File: config.mk
export PLATFORM = sky130hd
export DESIGN_NAME = pwm_capture
export DESIGN_NICKNAME = d
export VERILOG_FILES = /design/src/rtl/pwm_capture.sv
export SDC_FILE = /design/constraint.sdc
export NUM_CORES = 1
export LEC_CHECK = 0
export ABC_CLOCK_PERIOD_IN_PS = 8450
export CAP_MARGIN = 30
export CORE_ASPECT_RATIO = 1.2
export CORE_MARGIN = 10
export CORE_UTILIZATION = 59
export DETAILED_ROUTE_END_ITERATION = 10
export PLACE_DENSITY = 0.84
export REMOVE_ABC_BUFFERS = 1
export SYNTH_ARGS = -nofsm -noshare
export SYNTH_HDL_FRONTEND = slang
export SYNTH_SLANG_ARGS = --single-unit
export TNS_END_PERCENT = 10
File: constraint.sdc
create_clock -name CLK -period 8.45 [get_ports CLK]
set_clock_uncertainty 0.2 [all_clocks]
set_input_delay 2.535 -clock CLK [delete_from_list [all_inputs] [get_ports CLK]]
set_output_delay 2.535 -clock CLK [all_outputs]
set_load 0.05 [all_outputs]
File: src/rtl/pwm_capture.sv
// -----------------------------------------------------------------------------
// pwm_capture
//   Measures an external PWM waveform looped back into the FPGA. It reports the
//   period and the high time in CLK cycles, and flags a line that has stopped
//   toggling.
//
//   Optional feature macro: PWM_CAPTURE_DUTY_CALC_EN
//     When this macro is defined, the block adds a duty output with the value
//     floor(high_time*256/period), saturated to 255. A serial restoring divider
//     computes it. In this build, valid is delayed until the duty result is
//     ready, 9 cycles after the capture.
//
// Parameters
//   CNT_W        width of the period/high-time counters and outputs
//   SYNC_STAGES  flops in the pwm_in synchroniser (minimum 2)
//   TIMEOUT      cycles without a rising edge before the line is stuck
//                (must be <= 2^CNT_W-1)
//
// Ports
//   CLK         system clock, rising edge
//   RST         asynchronous active-high reset
//   pwm_in      asynchronous PWM input pin
//   period      cycles between the last two rising edges
//   high_time   cycles the line was high within that period
//   valid       one-cycle pulse marking a fresh measurement
//   stuck_high  no rising edge for TIMEOUT cycles, line high
//   stuck_low   no rising edge for TIMEOUT cycles, line low
//   duty        (feature build only) high_time*256/period, saturated to 255
// -----------------------------------------------------------------------------
module pwm_capture #(
  parameter int unsigned CNT_W       = 16,
  parameter int unsigned SYNC_STAGES = 2,
  parameter int unsigned TIMEOUT     = 65535
) (
  input  logic             CLK,
  input  logic             RST,
  input  logic             pwm_in,
  output logic [CNT_W-1:0] period,
  output logic [CNT_W-1:0] high_time,
  output logic             valid,
  output logic             stuck_high,
`ifdef PWM_CAPTURE_DUTY_CALC_EN
  output logic             stuck_low,
  output logic [7:0]       duty
`else
  output logic             stuck_low
`endif
);

  localparam logic [CNT_W-1:0] CNT_MAX   = '1;
  localparam logic [CNT_W-1:0] CNT_ONE   = CNT_W'(1);
  localparam logic [CNT_W-1:0] TIMEOUT_V = CNT_W'(TIMEOUT);

  typedef enum logic {
    IDLE,
    MEASURE
  } state_t;

  state_t                 state;
  logic [SYNC_STAGES-1:0] sync;
  logic                   s;
  logic                   s_d;
  logic                   rise;
  logic                   take;
  logic [CNT_W-1:0]       period_cnt;
  logic [CNT_W-1:0]       high_cnt;

  // ---------------------------------------------------------------------------
  // Input synchroniser and edge detect
  // ---------------------------------------------------------------------------
  always_ff @(posedge CLK or posedge RST) begin
    if (RST) begin
      sync <= '0;
      s_d  <= 1'b0;
    end else begin
      sync <= {sync[SYNC_STAGES-2:0], pwm_in};
      s_d  <= sync[SYNC_STAGES-1];
    end
  end

  assign s    = sync[SYNC_STAGES-1];
  assign rise = s & ~s_d;
  // A rise while measuring closes a full period; a rise from IDLE only arms.
  assign take = rise && (state == MEASURE);

  // ---------------------------------------------------------------------------
  // Measurement FSM. A rise takes priority over the timeout: when a rise and a
  // timeout occur in the same cycle, the capture proceeds as normal.
  // ---------------------------------------------------------------------------
  always_ff @(posedge CLK or posedge RST) begin
    if (RST) begin
      state      <= IDLE;
      period_cnt <= '0;
      high_cnt   <= '0;
      period     <= '0;
      high_time  <= '0;
      stuck_high <= 1'b0;
      stuck_low  <= 1'b0;
    end else begin
      if (rise) begin
        if (state == MEASURE) begin
          period    <= period_cnt;
          high_time <= high_cnt;
        end
        period_cnt <= CNT_ONE;
        high_cnt   <= CNT_ONE;
        stuck_high <= 1'b0;
        stuck_low  <= 1'b0;
        state      <= MEASURE;
      end else if (state == MEASURE) begin
        if (period_cnt == TIMEOUT_V) begin
          state      <= IDLE;
          period_cnt <= '0;
          high_cnt   <= '0;
          stuck_high <= s;
          stuck_low  <= ~s;
        end else begin
          if (period_cnt != CNT_MAX) begin
            period_cnt <= period_cnt + CNT_ONE;
          end
          if (s && (high_cnt != CNT_MAX)) begin
            high_cnt <= high_cnt + CNT_ONE;
          end
        end
      end
    end
  end

`ifdef PWM_CAPTURE_DUTY_CALC_EN
  // ---------------------------------------------------------------------------
  // Restoring divider: quotient = floor(high*256/period), 9 bits, MSB first.
  // high <= period, so the first step compares without a shift and yields the
  // integer bit. The following 8 steps shift the remainder left before they
  // compare. The divider loads on the capture edge and runs one step per
  // cycle. Completion is written before a new load, so a capture in the last
  // step cycle still reports the old result.
  // ---------------------------------------------------------------------------
  logic [CNT_W:0]   div_rem;
  logic [CNT_W-1:0] div_den;
  logic [7:0]       div_q;
  logic [3:0]       div_step;
  logic             ge;
  logic [CNT_W-1:0] trial;
  logic [CNT_W-1:0] rem_keep;
  logic [8:0]       q_final;

  always_comb begin
    ge       = (div_rem >= {1'b0, div_den});
    trial    = div_rem[CNT_W-1:0] - div_den;
    rem_keep = ge ? trial : div_rem[CNT_W-1:0];
    q_final  = {div_q, ge};
  end

  always_ff @(posedge CLK or posedge RST) begin
    if (RST) begin
      div_rem  <= '0;
      div_den  <= '0;
      div_q    <= '0;
      div_step <= '0;
      duty     <= '0;
      valid    <= 1'b0;
    end else begin
      valid <= 1'b0;
      if (div_step != 4'd0) begin
        div_rem  <= {rem_keep, 1'b0};
        div_q    <= q_final[7:0];
        div_step <= div_step - 4'd1;
        if (div_step == 4'd1) begin
          duty  <= q_final[8] ? 8'hFF : q_final[7:0];
          valid <= 1'b1;
        end
      end
      if (take) begin
        div_rem  <= {1'b0, high_cnt};
        div_den  <= period_cnt;
        div_q    <= '0;
        div_step <= 4'd9;
      end
    end
  end
`else
  always_ff @(posedge CLK or posedge RST) begin
    if (RST) begin
      valid <= 1'b0;
    end else begin
      valid <= take;
    end
  end
`endif

endmodule

==> flow_metrics.py, run 1 <==
metrics = {
    "timing": {
        "fin_tns_setup_ns": 0,
        "max_freq_mhz": 235,
        "worst_pin_slew_ns": 0.925,
        "setup_ws_ns": 4.19,
        "maxSlewViolCount": 0,
        "min_period_ns": 4.26,
        "rsz0062_at_grt": "no",
        "period_share": 0.505,
        "maxSlewHeadroom": 0.383,
        "finalSetupViolations": 0,
        "hold_viol": 0,
    },
    "setup_path": {
        "path_cells": "clkdlybuf4s50_1",
        "cp.arrival_ns": 1.53,
        "critPathTopFamily": "buffers and inverters",
        "criticalPathCategory": "reg2out",
        "r2r-start": "period_cnt[0]",
        "crit_fanout": 2,
        "slowest_stage": "clkdlybuf4s50_1",
        "cp-end-kind": "primary output",
        "cp.required_ns": 5.72,
        "worstReg2RegEnd": "high_cnt[0]",
        "critPathMaxStageDelay_ns": 0.81,
        "reg2reg_depth": 6,
        "cp-start-kind": "flop",
        "path_buf_inv": 1,
        "r2r_setup_slack_ns": 5.73,
        "crit_start": "high_time[14]",
    },
    "floorplan": {
        "io_pins": 38,
        "rows": 29,
        "die_h_um": 100,
        "die_x_um": 87.1,
        "core_um2": 5260,
        "start_util": 0.605,
        "die-area_um2": 8750,
    },
    "logic_synthesis": {
        "synth_seq_area_share": 0.558,
        "syn-cell-area_um2": 3190,
        "synth_top_area_share": 0.558,
        "ys_types": 45,
        "synth_edf_count": 0,
        "synth_seq_cells": 71,
        "async_flop_share": 1.00,
        "synthTopCellsByArea": "dfrtp_1 (56%), mux2_2 (10%), xor2_1 (3.0%)",
        "ys.flop_type": "dfrtp_1",
        "yosys_warnings": 0,
        "netlist.top_cell.by_area": "dfrtp_1",
        "synthCells": 276,
        "avgSynthCellArea_um2": 11.5,
    },
    "route": {
        "drcViolationCount": 0,
        "wire_per_inst_um": 17.9,
        "wirelength_um": 6790,
        "vias_per_cell": 5.99,
        "vias": 2278,
        "dr.pass1.iters": 5,
        "drtIter0Drc": 156,
        "drtAntennaViolNets": 0,
    },
    "worst_hold_path": {
        "hp-class": "reg2reg",
        "holdPathStages": 0,
        "min_from": "sync[0]",
        "min_to": "sync[1]",
    },
    "finish": {
        "drive_gt1_frac": 0.186,
        "stdcell_count": 380,
        "n_antenna_cell": 0,
        "area_growth_syn_to_layout_pct": 18.3,
        "finalNetCount": 320,
    },
    "cts": {
        "clock_latency_ns": 0.35,
        "cts_resized": 0,
        "clock_path_buffers": 2,
        "cts_tree": "yes",
        "htreeDepth": 3,
        "cts_sinks": 71,
        "cts.clk_slew.worst_paths_ns": 0.07,
        "hold_buffers": 0,
        "cts_buffers": 9,
        "post_cts_buffers": 0,
        "cts-root-buf": "clkbuf_8",
    },
    "flow_run": {
        "max-cap-violations": 0,
    },
    "power": {
        "p_clk_frac": 0.302,
        "seq_power_share": 0.481,
        "leakage_nw": 1.74,
        "intPower_w": 0.000579,
        "sw_frac_of_total": 0.315,
        "vdd_drop_max_mv": 0.177,
        "p_comb_frac": 0.217,
        "switching_power_w": 0.000266,
        "p_per_area_nw_per_um2": 224,
    },
    "place": {
        "place_congestion": 0.839,
        "dpl.hpwl_um": 4370,
        "dp.cells": 366,
        "place_ws_ns": 4.50,
        "io_buffers": 37,
    },
    "run_status": {
        "status": "finished clean",
    },
    "global_route": {
        "gr-total-overflow": 0,
        "grt_pass1_vias": 2305,
        "antenna_found_initial": 0,
        "grt_util_all_layers": 0.163,
        "grt_max_degree": 72,
        "grt_pass1_wl_um": 11000,
    },
}
-- metrics by stage --
stage	hold slack (ns)	area, µm²	total power, W	utilization
after CTS	0.155	3770	0.000851	0.717
after detailed placement	0.140	3590	0.000596	0.682
after global routing	0.158	3770	0.000881	0.717
after global placement	0.133	3590	0.000591	0.682
final	0.153	3770	0.000845	0.717
after floorplan	0.131	3120	0.000535	-
-- flip-flops by register name (all words and copies together) (netlist names) --
signal,cells
high_cnt,16
high_time,16
period,16
period_cnt,16
sync,2
s_d,1
state,1
stuck_high,1
stuck_low,1
valid,1
-- cells by family (layout without fill, tap and decap cells) --
logic type,Yosys count,after routing,synth area share
flops,71,71,0.558
buf+inv,20,62,0.0310
fa+ha+maj,2,2,0.00785
mux,31,31,0.110
compound gates,47,47,0.102
xor+xnor,15,15,0.0412
simple gates,90,90,0.150
-- metal layers --
layer | GRT usage | vias to the layer above | wire, µm
met5 | 0 | - | 0
met2 | 0.269 | 73 | 3580
met4 | 0.0899 | 0 | 190
met1 | 0.170 | 1119 | 2590
li1 | - | 1067 | -
met3 | 0.0663 | 19 | 426
-- power groups by stage --
stage,logic [W],registers (W),clock network (W)
2_1_floorplan,0.0000655,0.000470,0
3_3_place_gp,0.000181,0.000411,0
3_5_place_dp,0.000184,0.000412,0
4_1_cts,0.000185,0.000406,0.000260
5_1_grt,0.000195,0.000412,0.000274
6_report,0.000184,0.000406,0.000255
-- worst reg2reg max path, cell delays in order, from the launching register on --
cell,delay (ns)
dfrtp_1,0.44
ha_1,0.20
and3_1,0.24
nand2_1,0.13
o21ai_2,0.76
nand2b_4,0.34
mux2_4,0.30
-- Yosys cell counts, types with 2 or more instances --
master and n:
o21ai_0 10, nand4_1 8, nor2_1 24, ha_1 2, nand2b_1 3, o211ai_1 3
and4_1 4, or3_2 3, a21oi_1 4, inv_1 9, nor3_1 3, o22ai_1 2
nor2b_1 2, nand2_1 22, a31oi_1 12, mux2_2 29, a21o_1 2, clkbuf_1 2
and3_1 4, dfrtp_1 71, buf_6 2, buf_2 7, a22o_1 3, xor2_1 11
xnor2_1 4, o2bb2ai_1 3, nand3_1 9
-- how the worst max path moves through the flow --
stage | endpoint | slack [ns] | depth (start not counted)
after floorplan | high_cnt[0] | 3.92 | 1
after global placement | period[12] | 4.51 | 3
after detailed placement | high_time[1] | 4.50 | 3
after CTS | period[13] | 4.16 | 1
after global routing | period[13] | 4.14 | 1
final | high_time[14] | 4.19 | 1
-- area by class of cell --
| class | instances | area, µm² |
|---|---|---|
| flip-flops and latches | 71 | 1780 |
| fillers | 351 | 1490 |
| multi-input cells | 185 | 1310 |
| repair buffers | 39 | 385 |
| clock buffers | 14 | 183 |
| well taps | 62 | 77.6 |
| inverters | 9 | 33.8 |
-- layout by cell type, fill, tap and decap left out, types with 2 or more instances in the layout --
cell type and instances:
inv_1 8, o22ai_1 2, o211ai_1 3, o2bb2ai_1 3, and4_1 4, buf_4 2
nand2_1 22, a31oi_1 12, clkdlybuf4s50_1 37, mux2_2 29, a22o_1 3, nor2b_1 2
a21o_1 2, nand2b_1 3, nor3_1 3, a21oi_1 4, xnor2_1 4, nor2_1 24
dfrtp_1 71, nand4_1 8, o21ai_0 10, nand3_1 9, and3_1 4, xor2_1 11
ha_1 2, clkbuf_8 13, or3_2 3
Power figures use the tool's default switching activity.
==> inputs of run 2 (changes only) <==
- ABC_CLOCK_PERIOD_IN_PS: 8450 -> 3750
- CORE_UTILIZATION: 59 -> 50
- PLACE_DENSITY: 0.84 -> 0.76
- clock period: 8.45 -> 3.75 ns (I/O delays scaled with it)
==> run 2 against run 1 <==
Utilization shrank 9.1 points. Worst hold slack improved by 0.0016 ns. Die area up 14%. Sequential power grew 130%. Sequential share of layout area down 0.78 points. Global-route usage decreased by 1.9 points. Largest cell class unchanged.
==> flow_metrics.py, run 2 (same netlist as run 1, synthesis figures left out) <==
metrics = {
    "setup_path": {
        "cp-end-kind": "primary output",
        "cp-start-kind": "flop",
        "criticalPathCategory": "reg2out",
        "reg2reg_depth": 6,
        "slowest_stage": "clkdlybuf4s50_1",
        "critPathMaxStageDelay_ns": 0.81,
        "cp.required_ns": 2.42,
        "path_cells": "clkdlybuf4s50_1",
        "cp.arrival_ns": 1.52,
        "critPathTopFamily": "buffers and inverters",
        "crit_fanout": 2,
        "path_buf_inv": 1,
        "worst-path-stages": 1,
    },
    "floorplan": {
        "io_pins": 38,
        "start_util": 0.520,
        "rows": 31,
        "die_x_um": 92.9,
        "die_h_um": 107,
        "die-area_um2": 9980,
        "core_um2": 6130,
    },
    "cts": {
        "cts_tree": "yes",
        "cts_buffers": 9,
        "cts-root-buf": "clkbuf_8",
        "post_cts_buffers": 0,
        "hold_buffers": 0,
        "cts_sinks": 71,
        "htreeDepth": 3,
        "clock_path_buffers": 2,
        "clock_latency_ns": 0.35,
        "cts.clk_slew.worst_paths_ns": 0.07,
        "cts_resized": 0,
    },
    "route": {
        "dr.pass1.iters": 5,
        "wirelength_um": 6610,
        "drcViolationCount": 0,
        "vias_per_cell": 5.65,
        "vias": 2278,
        "drtIter0Drc": 65,
        "drtAntennaViolNets": 0,
        "wire_per_inst_um": 16.4,
    },
    "timing": {
        "max_freq_mhz": 351,
        "finalSetupViolations": 0,
        "hold_ws_ns": 0.154,
        "fin_tns_setup_ns": 0,
        "period_share": 0.759,
        "worst_pin_slew_ns": 0.781,
        "maxSlewViolCount": 0,
        "maxSlewHeadroom": 0.477,
        "min_period_ns": 2.85,
        "hold_viol": 0,
        "rsz0062_at_grt": "no",
    },
    "power": {
        "p_per_area_nw_per_um2": 518,
        "leakage_nw": 1.76,
        "vdd_drop_max_mv": 0.270,
        "finalPower_w": 0.00198,
    },
    "global_route": {
        "gr-total-overflow": 0,
        "antenna_found_initial": 0,
        "grt_util_all_layers": 0.144,
        "grt_max_degree": 37,
        "grt_pass1_wl_um": 11600,
        "grt_pass1_vias": 2424,
    },
    "finish": {
        "seq_area_um2": 1780,
        "utilization": 0.626,
        "stdcell_area_um2": 3830,
        "area_growth_syn_to_layout_pct": 20.3,
        "n_antenna_cell": 0,
        "layout_commonest_cell": "dfrtp_1",
        "drive_gt1_frac": 0.193,
        "final_cell_mix": "dfrtp_1 (71), clkdlybuf4s50_1 (37), mux2_2 (29), nor2_1 (24), nand2_1 (22)",
        "finalNetCount": 322,
        "multi_input_area_um2": 1310,
        "fillCellCount": 532,
    },
    "worst_hold_path": {
        "holdPathStages": 0,
        "hp-class": "reg2reg",
    },
    "flow_run": {
        "max-cap-violations": 0,
    },
    "place": {
        "io_buffers": 37,
        "place_area_um2": 3620,
        "dpl.hpwl_um": 4610,
        "place_congestion": 0.819,
    },
    "run_status": {
        "status": "finished clean",
    },
}
run 2: cell count changes in the layout (fill, tap and decap cells not counted), sizes merged:
| cell | change |
|---|---|
| buf | +2 |
| bufinv | +2 |
| clkbuf | -5 |
| clkinv | +3 |
| clkinvlp | +1 |
run 2: worst paths after layout:
path                                from           end  slack, ns
setup / recovery               period[2]     period[2]       0.90
hold reg to reg                  sync[0]       sync[1]       0.15
max in group asynchronous            RST  high_cnt[10]       1.67
hold / removal                   sync[0]       sync[1]       0.15
min in group asynchronous            RST     period[3]       0.91
setup reg to reg           period_cnt[0]   high_cnt[0]       1.22
run 2: metrics by stage:
stage          setup slack [ns]  std cells
2_1_floorplan             0.628        265
3_3_place_gp               1.25        388
3_5_place_dp               1.25        388
4_1_cts                   0.882        403
5_1_grt                   0.851        403
6_report                  0.903        403
run 2: area by class of cell:
cell class	instances	share of cell area
clock buffer	9	0.0323
clock inverter	6	0.0225
inverter	9	0.00881
multi-input combinational	185	0.342
sequential	71	0.463
tap	82	0.0268
timing repair buffer	41	0.104
run 2: report_power, final:
part / internal (W) / switching (W) / leakage (nW)
sequential: 0.000841 / 0.0000752 / 0.953
combinational: 0.000158 / 0.000257 / 0.705
clock: 0.000369 / 0.000284 / 0.105
total: 0.00137 / 0.000616 / 1.76
run 2: routing by layer:
metal  wire length (µm)  up-vias  track usage
li1                   -     1071            -
met1               2620     1110        0.159
met2               3380       79        0.241
met3                447       18       0.0468
met4                160        0       0.0728
met5                  0        -            0
==> inputs of run 3 (changes only) <==
- ABC_CLOCK_PERIOD_IN_PS: 3750 -> 2900
- CORE_UTILIZATION: 50 -> 55
- PLACE_DENSITY: 0.76 -> 0.79
- clock period: 3.75 -> 2.9 ns (I/O delays scaled with it)
==> run 3 against run 2 <==
Combinational power up 31%. Via count decreased by 0.22%. First-iteration DRC count grew 95%. Routed wire length rose by 1.5%. Non-clock buffer count grew 1. Sequential power is 30% higher. Cell area up 1.2%. Highest routed layer unchanged. Global-route usage increased by 1.4 points. Critical path depth unchanged. Register-to-register slack got worse by 0.77 ns.
==> flow_metrics.py, run 3 (same netlist as run 1, synthesis figures left out) <==
metrics = {
    "run_status": {
        "status": "finished clean",
    },
    "finish": {
        "utilization": 0.689,
        "multi_input_area_um2": 1310,
        "finalNetCount": 323,
        "seq_area_um2": 1780,
        "fillCellCount": 431,
        "drive_gt1_frac": 0.195,
        "final_cell_mix": "dfrtp_1 (71), clkdlybuf4s50_1 (37), mux2_2 (29), nor2_1 (24), nand2_1 (22)",
        "layout_commonest_cell": "dfrtp_1",
        "area_growth_syn_to_layout_pct": 21.8,
        "stdcell_count": 387,
        "n_antenna_cell": 0,
    },
    "route": {
        "wire_per_inst_um": 17.3,
        "dr.pass1.iters": 4,
        "drtIter0Drc": 127,
        "vias": 2273,
        "drcViolationCount": 0,
        "drtAntennaViolNets": 0,
        "wirelength_um": 6710,
        "vias_per_cell": 5.87,
    },
    "cts": {
        "cts_tree": "yes",
        "post_cts_buffers": 0,
        "cts_resized": 0,
        "hold_buffers": 0,
        "cts.clk_slew.worst_paths_ns": 0.07,
        "clock_latency_ns": 0.35,
        "cts_buffers": 9,
        "clock_path_buffers": 2,
        "htreeDepth": 3,
        "cts-root-buf": "clkbuf_8",
        "cts_sinks": 71,
    },
    "flow_run": {
        "max-cap-violations": 0,
    },
    "floorplan": {
        "core_um2": 5630,
        "io_pins": 38,
        "die-area_um2": 9250,
        "start_util": 0.566,
        "die_x_um": 89.5,
        "die_h_um": 103,
        "rows": 30,
    },
    "global_route": {
        "gr-total-overflow": 0,
        "grt_util_all_layers": 0.157,
        "grt_max_degree": 72,
        "grt_pass1_wl_um": 11200,
        "antenna_found_initial": 0,
        "grt_pass1_vias": 2321,
    },
    "power": {
        "leakage_nw": 1.79,
        "vdd_drop_max_mv": 0.413,
        "p_per_area_nw_per_um2": 710,
        "p_comb_frac": 0.198,
        "sw_frac_of_total": 0.291,
        "intPower_w": 0.00195,
        "seq_power_share": 0.431,
        "switching_power_w": 0.000800,
        "p_clk_frac": 0.372,
    },
    "timing": {
        "max_freq_mhz": 385,
        "hold_ws_ns": 0.151,
        "min_period_ns": 2.59,
        "worst_pin_slew_ns": 0.697,
        "period_share": 0.895,
        "setup_ws_ns": 0.306,
        "fin_tns_setup_ns": 0,
        "rsz0062_at_grt": "no",
        "maxSlewHeadroom": 0.536,
        "maxSlewViolCount": 0,
        "hold_viol": 0,
        "finalSetupViolations": 0,
    },
    "setup_path": {
        "worst-path-stages": 1,
        "slowest_stage": "clkdlybuf4s50_1",
        "reg2reg_depth": 7,
        "worstReg2RegEnd": "high_cnt[11]",
        "crit_start": "period[9]",
        "path_cells": "clkdlybuf4s50_1",
        "cp-start-kind": "flop",
        "critPathTopFamily": "buffers and inverters",
        "crit_fanout": 2,
        "cp.required_ns": 1.83,
        "crit_end": "period[9]",
        "path_buf_inv": 1,
        "r2r-start": "period_cnt[0]",
        "critPathMaxStageDelay_ns": 0.82,
        "cp.arrival_ns": 1.52,
        "cp-end-kind": "primary output",
        "criticalPathCategory": "reg2out",
        "r2r_setup_slack_ns": 0.45,
    },
    "place": {
        "dp.cells": 371,
        "place_congestion": 0.837,
        "io_buffers": 37,
        "dpl.hpwl_um": 4520,
        "place_ws_ns": 0.541,
    },
    "worst_hold_path": {
        "hp-class": "reg2reg",
    },
}
-- run 3: cell count changes in the layout (fill, tap and decap cells not counted) --
cell       change
clkinv_2       -1
bufinv_16      +2
buf_12         +1
clkbuf_1       +1
clkinv_4       -1
-- run 3: worst min path at each step --
stage / end / cells past startpoint / startpoint / slack [ns]
2_1_floorplan: sync[1] / 0 / sync[0] / 0.13
3_3_place_gp: sync[1] / 0 / sync[0] / 0.13
3_5_place_dp: sync[1] / 0 / sync[0] / 0.14
4_1_cts: sync[1] / 0 / sync[0] / 0.15
5_1_grt: sync[1] / 0 / sync[0] / 0.16
6_report: sync[1] / 0 / sync[0] / 0.15
-- run 3: per-stage QoR --
stage / cell area [µm²] / power [W]
floorplan: 3120 / 0.00156
global placement: 3620 / 0.00173
detailed placement: 3620 / 0.00175
CTS: 3880 / 0.00278
global route: 3880 / 0.00287
finish: 3880 / 0.00275
-- run 3: cell type report --
class / count / area share
Sequential cell: 71 / 0.458
Inverter: 9 / 0.00870
Timing Repair Buffer: 42 / 0.108
Clock buffer: 10 / 0.0329
Clock inverter: 6 / 0.0342
Tap cell: 64 / 0.0206
Multi-Input combinational cell: 185 / 0.338
-- run 3: metal layers --
layer	vias to the layer above	routed length [µm]	track usage
li1	1075	-	-
met1	1115	2680	0.168
met2	70	3540	0.278
met3	13	368	0.0415
met4	0	115	0.0809
met5	-	0	0
-- run 3: power by group through the flow --
stage | registers [W] | logic, W | clock network (W)
after floorplan | 0.00137 | 0.000191 | 0
after global placement | 0.00120 | 0.000535 | 0
after detailed placement | 0.00120 | 0.000547 | 0
after CTS | 0.00118 | 0.000554 | 0.00104
after global routing | 0.00120 | 0.000582 | 0.00109
final | 0.00119 | 0.000545 | 0.00102
